==> config.mk <==
export PLATFORM = sky130hd
export DESIGN_NAME = chunked_adder_subtractor
export DESIGN_NICKNAME = d
export VERILOG_FILES = /design/src/rtl/chunked_adder_subtractor.sv
export SDC_FILE = /design/constraint.sdc
export NUM_CORES = 1
export LEC_CHECK = 0
export BUFFER_PORTS_ARGS = -buffer_cell sky130_fd_sc_hd__buf_2
export CAP_MARGIN = 20
export CORE_ASPECT_RATIO = 0.75
export CORE_UTILIZATION = 30
export CTS_BUF_LIST = sky130_fd_sc_hd__clkbuf_4 sky130_fd_sc_hd__clkbuf_8
export CTS_CLUSTER_SIZE = 25
export DETAILED_ROUTE_END_ITERATION = 6
export RECOVER_POWER = 50
export SLEW_MARGIN = 20
export SYNTH_ARGS = -nofsm -noshare
export SYNTH_HDL_FRONTEND = slang
export SYNTH_SLANG_ARGS = --single-unit
==> constraint.sdc <==
create_clock -name clk -period 7.1 [get_ports clk]
set_clock_uncertainty 0.05 [all_clocks]
set_input_delay 2.13 -clock clk [delete_from_list [all_inputs] [get_ports clk]]
set_output_delay 2.13 -clock clk [all_outputs]
set_load 0.02 [all_outputs]
==> src/rtl/chunked_adder_subtractor.sv <==
// -----------------------------------------------------------------------------
// chunked_adder_subtractor
//
// Multi-cycle adder/subtractor. WIDTH-bit operands are processed CHUNK bits per
// clock through one CHUNK-bit ripple slice, with the inter-slice carry kept in
// a register. An operation takes NCHUNK = WIDTH/CHUNK RUN cycles followed by a
// single DONE cycle in which a new start may already be accepted.
//
// Parameters
//   WIDTH     operand/result width; must be an integer multiple of CHUNK
//   CHUNK     bits processed per cycle (NCHUNK >= 1)
//
// Ports
//   clk       rising-edge clock
//   rst_n     asynchronous active-low reset
//   start     request, sampled only while ready=1
//   subtract  0: a+b, 1: a-b (sampled with start)
//   a, b      operands (sampled with start)
//   ready     block can accept start this cycle (IDLE or DONE)
//   done      one-cycle pulse: result and flags valid
//   result    sum/difference modulo 2^WIDTH
//   cout      carry out of MSB (subtract: 1 = no borrow)
//   overflow  signed two's-complement overflow
//   zero      result == 0
//   negative  result[WIDTH-1]
// -----------------------------------------------------------------------------
module chunked_adder_subtractor #(
  parameter int WIDTH = 16,
  parameter int CHUNK = 8
) (
  input  logic             clk,
  input  logic             rst_n,
  input  logic             start,
  input  logic             subtract,
  input  logic [WIDTH-1:0] a,
  input  logic [WIDTH-1:0] b,
  output logic             ready,
  output logic             done,
  output logic [WIDTH-1:0] result,
  output logic             cout,
  output logic             overflow,
  output logic             zero,
  output logic             negative
);

  localparam int NCHUNK = WIDTH / CHUNK;
  // Keep the counter at least one bit wide so NCHUNK=1 still elaborates.
  localparam int CNT_W  = (NCHUNK > 1) ? $clog2(NCHUNK) : 1;
  localparam logic [CNT_W-1:0] LAST_SLICE = CNT_W'(NCHUNK - 1);

  typedef enum logic [1:0] {
    IDLE,
    RUN,
    DONE
  } state_t;

  state_t           state;
  logic [WIDTH-1:0] a_q;
  logic [WIDTH-1:0] b_q;
  logic             sub_q;
  logic [CNT_W-1:0] count;
  logic             carry;

  logic [CHUNK-1:0] a_slice;
  logic [CHUNK-1:0] b_slice;
  logic [CHUNK:0]   slice_sum;
  logic [WIDTH-1:0] result_next;
  logic             msb_carry_in;
  logic             last_slice;

  // Single shared ripple slice. Subtraction is a + ~b + 1; the +1 enters as
  // the initial carry loaded on start.
  always_comb begin
    // NOTE: every always_comb output gets a full default first (result_next
    // starts as the held result) so the partial slice write cannot infer a latch.
    result_next  = result;
    a_slice      = a_q[count*CHUNK +: CHUNK];
    b_slice      = b_q[count*CHUNK +: CHUNK] ^ {CHUNK{sub_q}};
    slice_sum    = {1'b0, a_slice} + {1'b0, b_slice} + {{CHUNK{1'b0}}, carry};
    result_next[count*CHUNK +: CHUNK] = slice_sum[CHUNK-1:0];
    // Carry into the slice MSB recovered from the MSB sum bit: s = a ^ b ^ cin.
    msb_carry_in = a_slice[CHUNK-1] ^ b_slice[CHUNK-1] ^ slice_sum[CHUNK-1];
    last_slice   = (count == LAST_SLICE);
  end

  // NOTE: sequential state uses non-blocking assignments only, so every
  // register samples the pre-edge values regardless of statement order.
  always_ff @(posedge clk or negedge rst_n) begin
    if (!rst_n) begin
      state    <= IDLE;
      a_q      <= '0;
      b_q      <= '0;
      sub_q    <= 1'b0;
      count    <= '0;
      carry    <= 1'b0;
      result   <= '0;
      cout     <= 1'b0;
      overflow <= 1'b0;
      zero     <= 1'b0;
      negative <= 1'b0;
    end else begin
      case (state)
        IDLE, DONE: begin
          if (start) begin
            a_q   <= a;
            b_q   <= b;
            sub_q <= subtract;
            count <= '0;
            carry <= subtract;
            state <= RUN;
          end else begin
            state <= IDLE;
          end
        end

        RUN: begin
          result <= result_next;
          carry  <= slice_sum[CHUNK];
          count  <= count + 1'b1;
          if (last_slice) begin
            state    <= DONE;
            cout     <= slice_sum[CHUNK];
            overflow <= msb_carry_in ^ slice_sum[CHUNK];
            zero     <= (result_next == '0);
            negative <= result_next[WIDTH-1];
          end
        end

        default: state <= IDLE;
      endcase
    end
  end

  assign ready = (state != RUN);
  assign done  = (state == DONE);

endmodule

==> summary.txt, run 1 <==
Layout
  – NumNets Final: around 330
  – Share of layout cells above drive strength 1: 42.71%
  – Most frequent cells in the layout: dfrtp_1, buf_2, mux2_2
  – Area Growth Syn to Fin: 22.06%
  – Fill count: 840
  – Ant diodes: 0
  – Multi-input logic area: between 1000 and 1500 um2
  – Register area: 1426 um2

Clock network
  – Hold buffers post-CTS: 0
  – CTS sink cnt: 57
  – Root Buffer: clkbuf_8
  – CTS max path bufs: 2
  – Max H-tree Level: 3
  – # resized after CTS: 0
  – Clock-pin transition on the worst setup and hold timing paths: 60 ps
  – CTS Buf Count: 9
  – Later-pin clock latency in the skew report: 350 ps
  – CTS tree: done
  – Setup Buffers After CTS: 0

Route
  – Via Count: 1,827
  – Vias per cell: 4.614
  – # DRC: 0
  – Iter 0 DRT Violations: 67
  – Drt first pass iters: 4
  – WL/cell: 14.45 um
  – Final antenna-violating net count: 0
  – Routed wire length: 5.721 mm

Timing
  – Unrepaired setup endpoints after global routing: false
  – Setup Viol. Count Final: 0
  – Fmax: 216.5 MHz
  – Slew Limit Headroom: -100.8%
  – Period utilization: 65.06%
  – Fin. Hold Viols: 0
  – Max-slew violations: 95
  – Crit path time final: 4619 ps
  – Worst Max-Slew Pin Slew: roughly 3000 ps
  – Setup TNS Final: 0 ps

Run
  – Number of max-cap violations: 2

Critical path
  – Crit path launch: rst_n
  – Req. time, crit path: 6830 ps
  – Crit-path cells: buf_2, clkbuf_1
  – Crit end category: asynchronous set/reset pin
  – Slowest stage delay, CP: 2120 ps
  – Worst-path maximum fanout: 57
  – Reg-to-reg startpoint: count$_DFFE_PN0P_
  – Setup CP Type: in -> async
  – Startpoint Class: input pin
  – Crit path DAT: 4350 ps
  – CP bufs+invs: 2
  – CP delay by family, top: buffers and inverters
  – CP max stage cell: clkbuf_1

Global routing
  – First-pass GRT wire length: around 9.6 mm
  – Largest net degree at the start of global routing: 58
  – Number of global-route vias before repair: between 1,500 and 2,000
  – Overall Global Routing Usage: 13.55%
  – Grt ovf: 0
  – Initial antenna violation count: 0

Floorplanning
  – Top Ports: 58
  – Die ar.: 9562 um2
  – Core ar.: 8672 um2
  – Starting Density: 31.73%
  – FP Rows: 29
  – Die Height: 84.94 um
  – Die X: 112.6 um

Placed design
  – Port Buffers: 57
  – Hpwl dp: 4.154 mm
  – RD Place Congestion: 0.7263

Yosys
  – Synth Warn #: 0
  – Syn_nets: ~270
  – Yosys cell types: 39
  – Syn Inst Count: 224
  – Sequential fraction of the synthesis area: 51.84%
  – Syn avg cell area: 12.28 um2
  – Synth Cell Area: 2751 um2
  – #FFs+latches synth: 57

Run status
  – Failing checks: max-capacitance violations, max-slew violations
  – Status: complete, but fails checks

Hold path
  – Hold path startpoint: result[11]$_DFFE_PN0P_
  – Hold Path Class: reg -> reg
==> area by class of cell <==
class	count	share of cell area, %
clock buffers	15	5.961
clock inverters	1	0.8942
inverters	6	0.6706
multi-input cells	150	37.26
flip-flops and latches	57	42.47
well taps	108	4.024
repair buffers	59	8.718
==> logic make-up (layout without fill, tap and decap cells) <==
group,Yosys count,count (layout),share of synthesized area (%)
buffers and inverters,17,81,2.774
adders and majority gates,9,9,4.638
DFF,57,57,51.84
and+or+nand+nor,45,45,8.004
muxes,51,51,20.51
xor gates and xnor gates,14,14,4.730
AOI/OAI and AO/OA,31,31,7.504
==> stage by stage <==
| step | utilization [%] | instances | instance area, um2 | hold slack, ps | setup slack (ps) |
|---|---|---|---|---|---|
| final | 38.72 | 396 | 3358 | 427.4 | 2481 |
| after global routing | 38.72 | 396 | 3358 | 440.0 | 1784 |
| after CTS | 38.81 | 396 | 3366 | 432.5 | 3522 |
| after detailed placement | 36.16 | 380 | 3136 | 418.1 | 3784 |
| after global placement | 36.16 | 380 | 3136 | 408.0 | 3812 |
| after floorplan | - | 224 | 2751 | 425.0 | 3802 |
==> registers in the layout (all words and copies together), names as in the netlist, 2 cells and up <==
| name | flops |
|---|---|
| result | 16 |
| b_q | 16 |
| a_q | 16 |
| state | 2 |
==> routing by layer <==
metal / vias to the layer above / share of wire, % / GRT usage [%]
met3: 9 / 5.9 / 5.714
met2: 56 / 38 / 17.00
li1: 898 / - / -
met5: - / 0 / 0
met4: 0 / 1.9 / 6.545
met1: 864 / 55 / 19.57
==> Yosys cell counts <==
cell type	n	share of area, %
buf_2	2	0.36
a2111oi_4	1	1.0
nor4_1	1	0.23
nand2_1	22	3.0
a21oi_1	3	0.55
clkbuf_1	4	0.55
and2_1	1	0.23
a211oi_1	1	0.27
ha_1	7	3.2
or4_1	1	0.27
nor3_1	1	0.18
mux2i_1	8	2.9
nor2_1	8	1.1
and2_2	1	0.27
fa_1	2	1.5
o21ai_1	6	1.1
nand2b_1	2	0.45
a31oi_1	1	0.23
xor2_2	1	0.59
o311a_1	1	0.36
nor4b_1	1	0.32
nor4b_2	1	0.55
nand4_1	1	0.23
and3_2	1	0.27
mux2_2	43	18
clkbuf_8	1	0.50
a41o_1	1	0.36
buf_1	4	0.55
a211oi_2	1	0.45
o21ai_0	13	2.4
a21o_1	1	0.27
xnor2_1	10	3.2
xor2_1	3	0.96
nor2b_1	3	0.68
inv_1	6	0.82
a22oi_1	1	0.27
dfrtp_1	57	52
o21bai_1	1	0.27
or3_1	1	0.23
==> path summary, 6_finish.rpt <==
kind	slack, ps	depth (start not counted)	endpoint
min in group asynchronous	2820	2	b_q[8]$_DFFE_PN0P_
worst max-delay path	2480	2	a_q[13]$_DFFE_PN0P_
max in group clk	3100	6	carry$_DFFE_PN0P_
worst max register to register	3850	10	zero$_DFFE_PN0P_
worst min-delay path	430	2	result[11]$_DFFE_PN0P_
worst min register to register	430	2	result[11]$_DFFE_PN0P_
Power of run 1 is not shown: default switching activity piles up to over one toggle a cycle in this logic, so the estimate is an artifact.
==> run 2: changes to the inputs <==
==> constraint.sdc (replaced) <==
create_clock -name clk -period 4.2 [get_ports clk]
set_clock_uncertainty 0.05 [all_clocks]
set_input_delay 1.26 -clock clk [delete_from_list [all_inputs] [get_ports clk]]
set_output_delay 1.26 -clock clk [all_outputs]
set_load 0.02 [all_outputs]
==> run 2 against run 1 <==
The run still ends with max-capacitance violations, max-slew violations left. Via count up 3.4%. Routed wire length up 1.8%. Register-to-register slack lost 2900 ps. Core utilization stayed put.
==> summary.txt, run 2 (synthesized netlist as in run 1, its figures left out) <==
Route
  – Drt first pass iters: 5
  – WL/cell: 14.67 um
  – Iter 0 DRT Violations: 82
  – Via Count: approximately 1,900
  – Routed wire length: 5.824 mm
  – # DRC: 0
  – Vias per cell: around 4.8
  – Final antenna-violating net count: 0

Global routing
  – Overall Global Routing Usage: 13.42%
  – GR peak layer: met1
  – Grt ovf: 0
  – First-pass GRT wire length: 9.501 mm
  – Number of global-route vias before repair: 1,857
  – Met1 usage: 18.89%
  – Largest net degree at the start of global routing: 45
  – Initial antenna violation count: 0
  – Met3 Use GR: slightly below 7%
  – Met2 Use GR: between 10% and 20%

Clock network
  – # resized after CTS: 0
  – CTS max path bufs: 2
  – Later-pin clock latency in the skew report: 340 ps
  – CTS Buf Count: 9
  – Setup Buffers After CTS: 0
  – Root Buffer: clkbuf_8
  – Max H-tree Level: 3
  – Hold buffers post-CTS: 0
  – CTS tree: done
  – Clock-pin transition on the worst setup and hold timing paths: 70 ps
  – CTS sink cnt: 57

Layout
  – Area Growth Syn to Fin: 22.06%
  – NumNets Final: 329
  – Ant diodes: 0
  – Share of layout cells above drive strength 1: 42.21%
  – Multi-input logic area: 1249 um2
  – Most common cell after layout, fill and taps aside: dfrtp_1
  – Most frequent cells in the layout: dfrtp_1, buf_2, mux2_2
  – Register area: 1426 um2
  – Fill count: 858
  – Largest registers: a_q x16, b_q x16, result x16

Placed design
  – Pre-CTS setup slack: 1310 ps
  – Hpwl dp: 4.352 mm
  – RD Place Congestion: between 0.7 and 0.8
  – Port Buffers: 57

Floorplanning
  – Starting Density: a little under a third
  – Die ar.: approximately 9600 um2
  – Die X: 112.6 um
  – Die Height: 84.94 um
  – Top Ports: 58
  – Core ar.: between 8000 and 9000 um2
  – FP Rows: 29

Critical path
  – Crit path DAT: 3480 ps
  – Req. time, crit path: 4430 ps
  – Reg-to-reg startpoint: count$_DFFE_PN0P_
  – Setup CP Type: reg -> reg
  – Crit path launch: count$_DFFE_PN0P_
  – CP max stage cell: clkbuf_1
  – Crit Reg-Reg Endpoint: zero$_DFFE_PN0P_
  – Crit-path cells: clkbuf_1, mux2_2, ha_1, a211oi_2, nor4b_2, a2111oi_4, xor2_2, a41o_1
  – Flop2flop setup slack: 950 ps
  – R2R cell count: 8
  – Startpoint Class: flop
  – Worst setup endpoint: zero$_DFFE_PN0P_
  – Worst-path maximum fanout: 13
  – Slowest stage delay, CP: around 600 ps
  – Crit end category: flop

Hold path
  – Hold Path Class: reg -> reg

Timing
  – Setup TNS Final: 0 ps
  – Max-slew violations: 37
  – Fin. Hold Viols: 0
  – Slew Limit Headroom: -28.14%
  – Crit path time final: 3248 ps
  – Period utilization: 77.32%
  – Fmax: ~310 MHz
  – Worst Max-Slew Pin Slew: around 1900 ps
  – Unrepaired setup endpoints after global routing: false
  – Final setup margin: approximately 950 ps
  – Setup Viol. Count Final: 0

Run
  – Number of max-cap violations: 1

Run status
  – Status: complete, but fails checks
  – Failing checks: max-capacitance violations, max-slew violations
run 2: cell count changes in the layout (fill, tap and decap cells not counted):
cell	delta
nor2b_2	-1
clkbuf_2	+1
clkbuf_4	-1
clkbuf_1	+1
clkbuf_8	-3
o21ai_1	+2
clkinv_2	+2
buf_2	-1
o21ai_0	-2
bufinv_16	+1
clkinvlp_4	+1
nor2b_1	+1
run 2: worst min-delay path by stage:
stage                                start                      to  slack [ps]  cells past startpoint
finish                negative$_DFFE_PN0P_    negative$_DFFE_PN0P_         440                      2
floorplan              a_q[10]$_DFFE_PN0P_     a_q[10]$_DFFE_PN0P_         420                      1
CTS                   negative$_DFFE_PN0P_    negative$_DFFE_PN0P_         450                      2
detailed placement    negative$_DFFE_PN0P_    negative$_DFFE_PN0P_         430                      2
global placement    result[11]$_DFFE_PN0P_  result[11]$_DFFE_PN0P_         410                      2
global route        result[12]$_DFFE_PN0P_  result[12]$_DFFE_PN0P_         470                      2
run 2: layer usage:
metal  up-vias  wire, um  share of wire, %
met2        62      2407                41
met1       913      2964                51
met5         -         0                 0
li1        908         -                 -
met3         6       399               6.9
met4         0        52              0.89
run 2: final cells by class:
class	count	area share (%)
Tap cell	108	4.024
Sequential cell	57	42.47
Multi-Input combinational cell	150	37.18
Inverter	6	0.6706
Clock buffer	11	4.508
Clock inverter	5	2.310
Timing Repair Buffer	60	8.830
run 2: critical path: cells and delay by family (launching register included):
family                   cells  cell delay, ps
multiplexers                 1             430
flip-flops                   1             560
XOR/XNOR                     1             260
AO/OA/AOI/OAI                3             900
buffers and inverters        1             590
AND/OR/NAND/NOR              1             110
adder cells (fa/ha/maj)      1             310
run 2: per-stage QoR:
stage                     cells  hold slack, ps  cell area (um2)  util [%]
after CTS                   397           446.2             3372     38.88
after global placement      381           406.1             3143     36.24
after detailed placement    381           432.2             3143     36.24
after global routing        397           465.3             3358     38.72
final                       397           441.8             3358     38.72
after floorplan             224           425.0             2751         -
Power of run 2 is left out for the same reason.
==> run 3: changes to the inputs <==
==> constraint.sdc (replaced) <==
create_clock -name clk -period 2.8 [get_ports clk]
set_clock_uncertainty 0.05 [all_clocks]
set_input_delay 0.84 -clock clk [delete_from_list [all_inputs] [get_ports clk]]
set_output_delay 0.84 -clock clk [all_outputs]
set_load 0.02 [all_outputs]
==> run 3 against run 2 <==
The run now ends clean. Cell area rose by 3.1%. Critical path type unchanged. Register-to-register slack got worse by 810 ps. Die area did not move. Via count fell by 3.4%. Critical path depth rose by 1. Worst setup slack got worse by 810 ps. Worst hold slack got worse by 22 ps. Sequential share of layout area fell by 1.2 points. Non-clock buffer count rose by 7. Flip-flop and latch count did not move. First-iteration DRC count fell by 68%.
==> summary.txt, run 3 (synthesized netlist as in run 1, its figures left out) <==
Run status
  – Status: finished clean

Timing
  – Period utilization: around 95%
  – Worst Max-Slew Pin Slew: 1392 ps
  – Setup Viol. Count Final: 0
  – Slew Limit Headroom: 7.181%
  – Fin Hold WS: 420.1 ps
  – Fmax: 376.0 MHz
  – Fin. Hold Viols: 0
  – Crit path time final: 2660 ps
  – Max-slew violations: 0

Critical path
  – Worst-path maximum fanout: 15
  – Setup CP Type: reg -> reg
  – Startpoint Class: flop
  – Crit end category: flop
  – Req. time, crit path: 3030 ps
  – Crit path DAT: 2890 ps

Global routing
  – Grt ovf: 0
  – Met1 usage: 18.77%
  – GR peak layer: met2
  – Overall Global Routing Usage: between 10% and 20%
  – Met2 Use GR: a little under 20%
  – Number of global-route vias before repair: 1,993
  – Met3 Use GR: 5.857%
  – Initial antenna violation count: 0
  – First-pass GRT wire length: 9.929 mm
  – Largest net degree at the start of global routing: between 50 and 60

Route
  – WL/cell: 14.47 um
  – Final antenna-violating net count: 0
  – Drt first pass iters: 4
  – # DRC: 0
  – Vias per cell: 4.526
  – Iter 0 DRT Violations: 26
  – Routed wire length: 5.830 mm
  – Via Count: 1,824

Clock network
  – CTS Buf Count: 9
  – CTS tree: done
  – Clock-pin transition on the worst setup and hold timing paths: 60 ps
  – Max H-tree Level: 3
  – CTS max path bufs: 2
  – CTS sink cnt: 57
  – Root Buffer: clkbuf_8
  – Later-pin clock latency in the skew report: 340 ps

Floorplanning
  – Die ar.: 9562 um2
  – Die X: ~110 um
  – Starting Density: 31.73%
  – Core ar.: 8672 um2
  – FP Rows: 29
  – Top Ports: 58
  – Die Height: about 85 um

Layout
  – Final instance area: 3462 um2
  – NumNets Final: between 300 and 400
  – Fill count: between 800 and 900
  – Ant diodes: 0
  – Most common cell after layout, fill and taps aside: buf_2
  – Share of layout cells above drive strength 1: 47.46%
  – Most frequent cells in the layout: buf_2, dfrtp_1, mux2_2
  – Fin cells: 403
  – Largest registers: a_q x16, b_q x16, result x16
  – Area Growth Syn to Fin: 25.83%

Placed design
  – Port Buffers: 57
  – Hpwl dp: 4.410 mm
  – RD Place Congestion: 0.7507
  – Dpl cells: 386
  – Post-DP Area: about 3200 um2

Hold path
  – Hold Path Class: reg -> reg

Run
  – Number of max-cap violations: 0
-- run 3: cell count changes in the layout (fill, tap and decap cells not counted), sizes merged --
cell      change
buf           +9
bufinv        -1
clkinv        -1
clkinvlp      -1
-- run 3: routing by layer --
| metal | vias up | part of all wire [%] |
|---|---|---|
| met5 | - | 0 |
| met4 | 0 | 1.3 |
| met3 | 10 | 6.0 |
| met2 | 48 | 41 |
| met1 | 858 | 51 |
| li1 | 908 | - |
-- run 3: repair_timing --
item	in CTS	in global routing
gates resized for setup	0	10
endpoints found under the setup margin	0	11
setup buffers	0	2
hold buffers	0	0
-- run 3: final cells by class --
class	instances	area [um2]	area share, %
flip-flops and latches	57	1428	41.24
multi-input cells	150	1295	37.41
repair buffers	67	367.9	10.63
clock buffers	13	178.9	5.168
well taps	108	135.1	3.903
clock inverters	2	35.03	1.012
inverters	6	22.52	0.6505
-- run 3: critical path, cell delays in order (launching register included) --
cell	delay, ps
dfrtp_2	430
buf_12	180
mux2i_2	240
xnor2_1	190
ha_2	380
nand2_1	140
nor2_1	100
a2111oi_4	420
xor2_2	280
a41o_1	190
-- run 3: worst paths after layout --
kind | to | from | depth (start not counted) | slack, ps
worst max-delay path | zero$_DFFE_PN0P_ | count$_DFFE_PN0P_ | 9 | 140
worst min register to register | result[12]$_DFFE_PN0P_ | result[12]$_DFFE_PN0P_ | 2 | 420
min in group asynchronous | a_q[8]$_DFFE_PN0P_ | rst_n | 2 | 850
worst max register to register | zero$_DFFE_PN0P_ | count$_DFFE_PN0P_ | 9 | 140
max in group asynchronous | count$_DFFE_PN0P_ | rst_n | 2 | 920
worst min-delay path | result[12]$_DFFE_PN0P_ | result[12]$_DFFE_PN0P_ | 2 | 420
-- run 3: stage by stage --
stage / setup WS (ps) / util [%] / TNS, ps
2_1_floorplan: 28.97 / - / 0
3_3_place_gp: 128.0 / 36.96 / 0
3_5_place_dp: 64.36 / 36.96 / 0
4_1_cts: 51.38 / 39.43 / 0
5_1_grt: -2.128 / 39.92 / -2.128
6_report: 140.4 / 39.92 / 0
Power of run 3 is left out for the same reason.
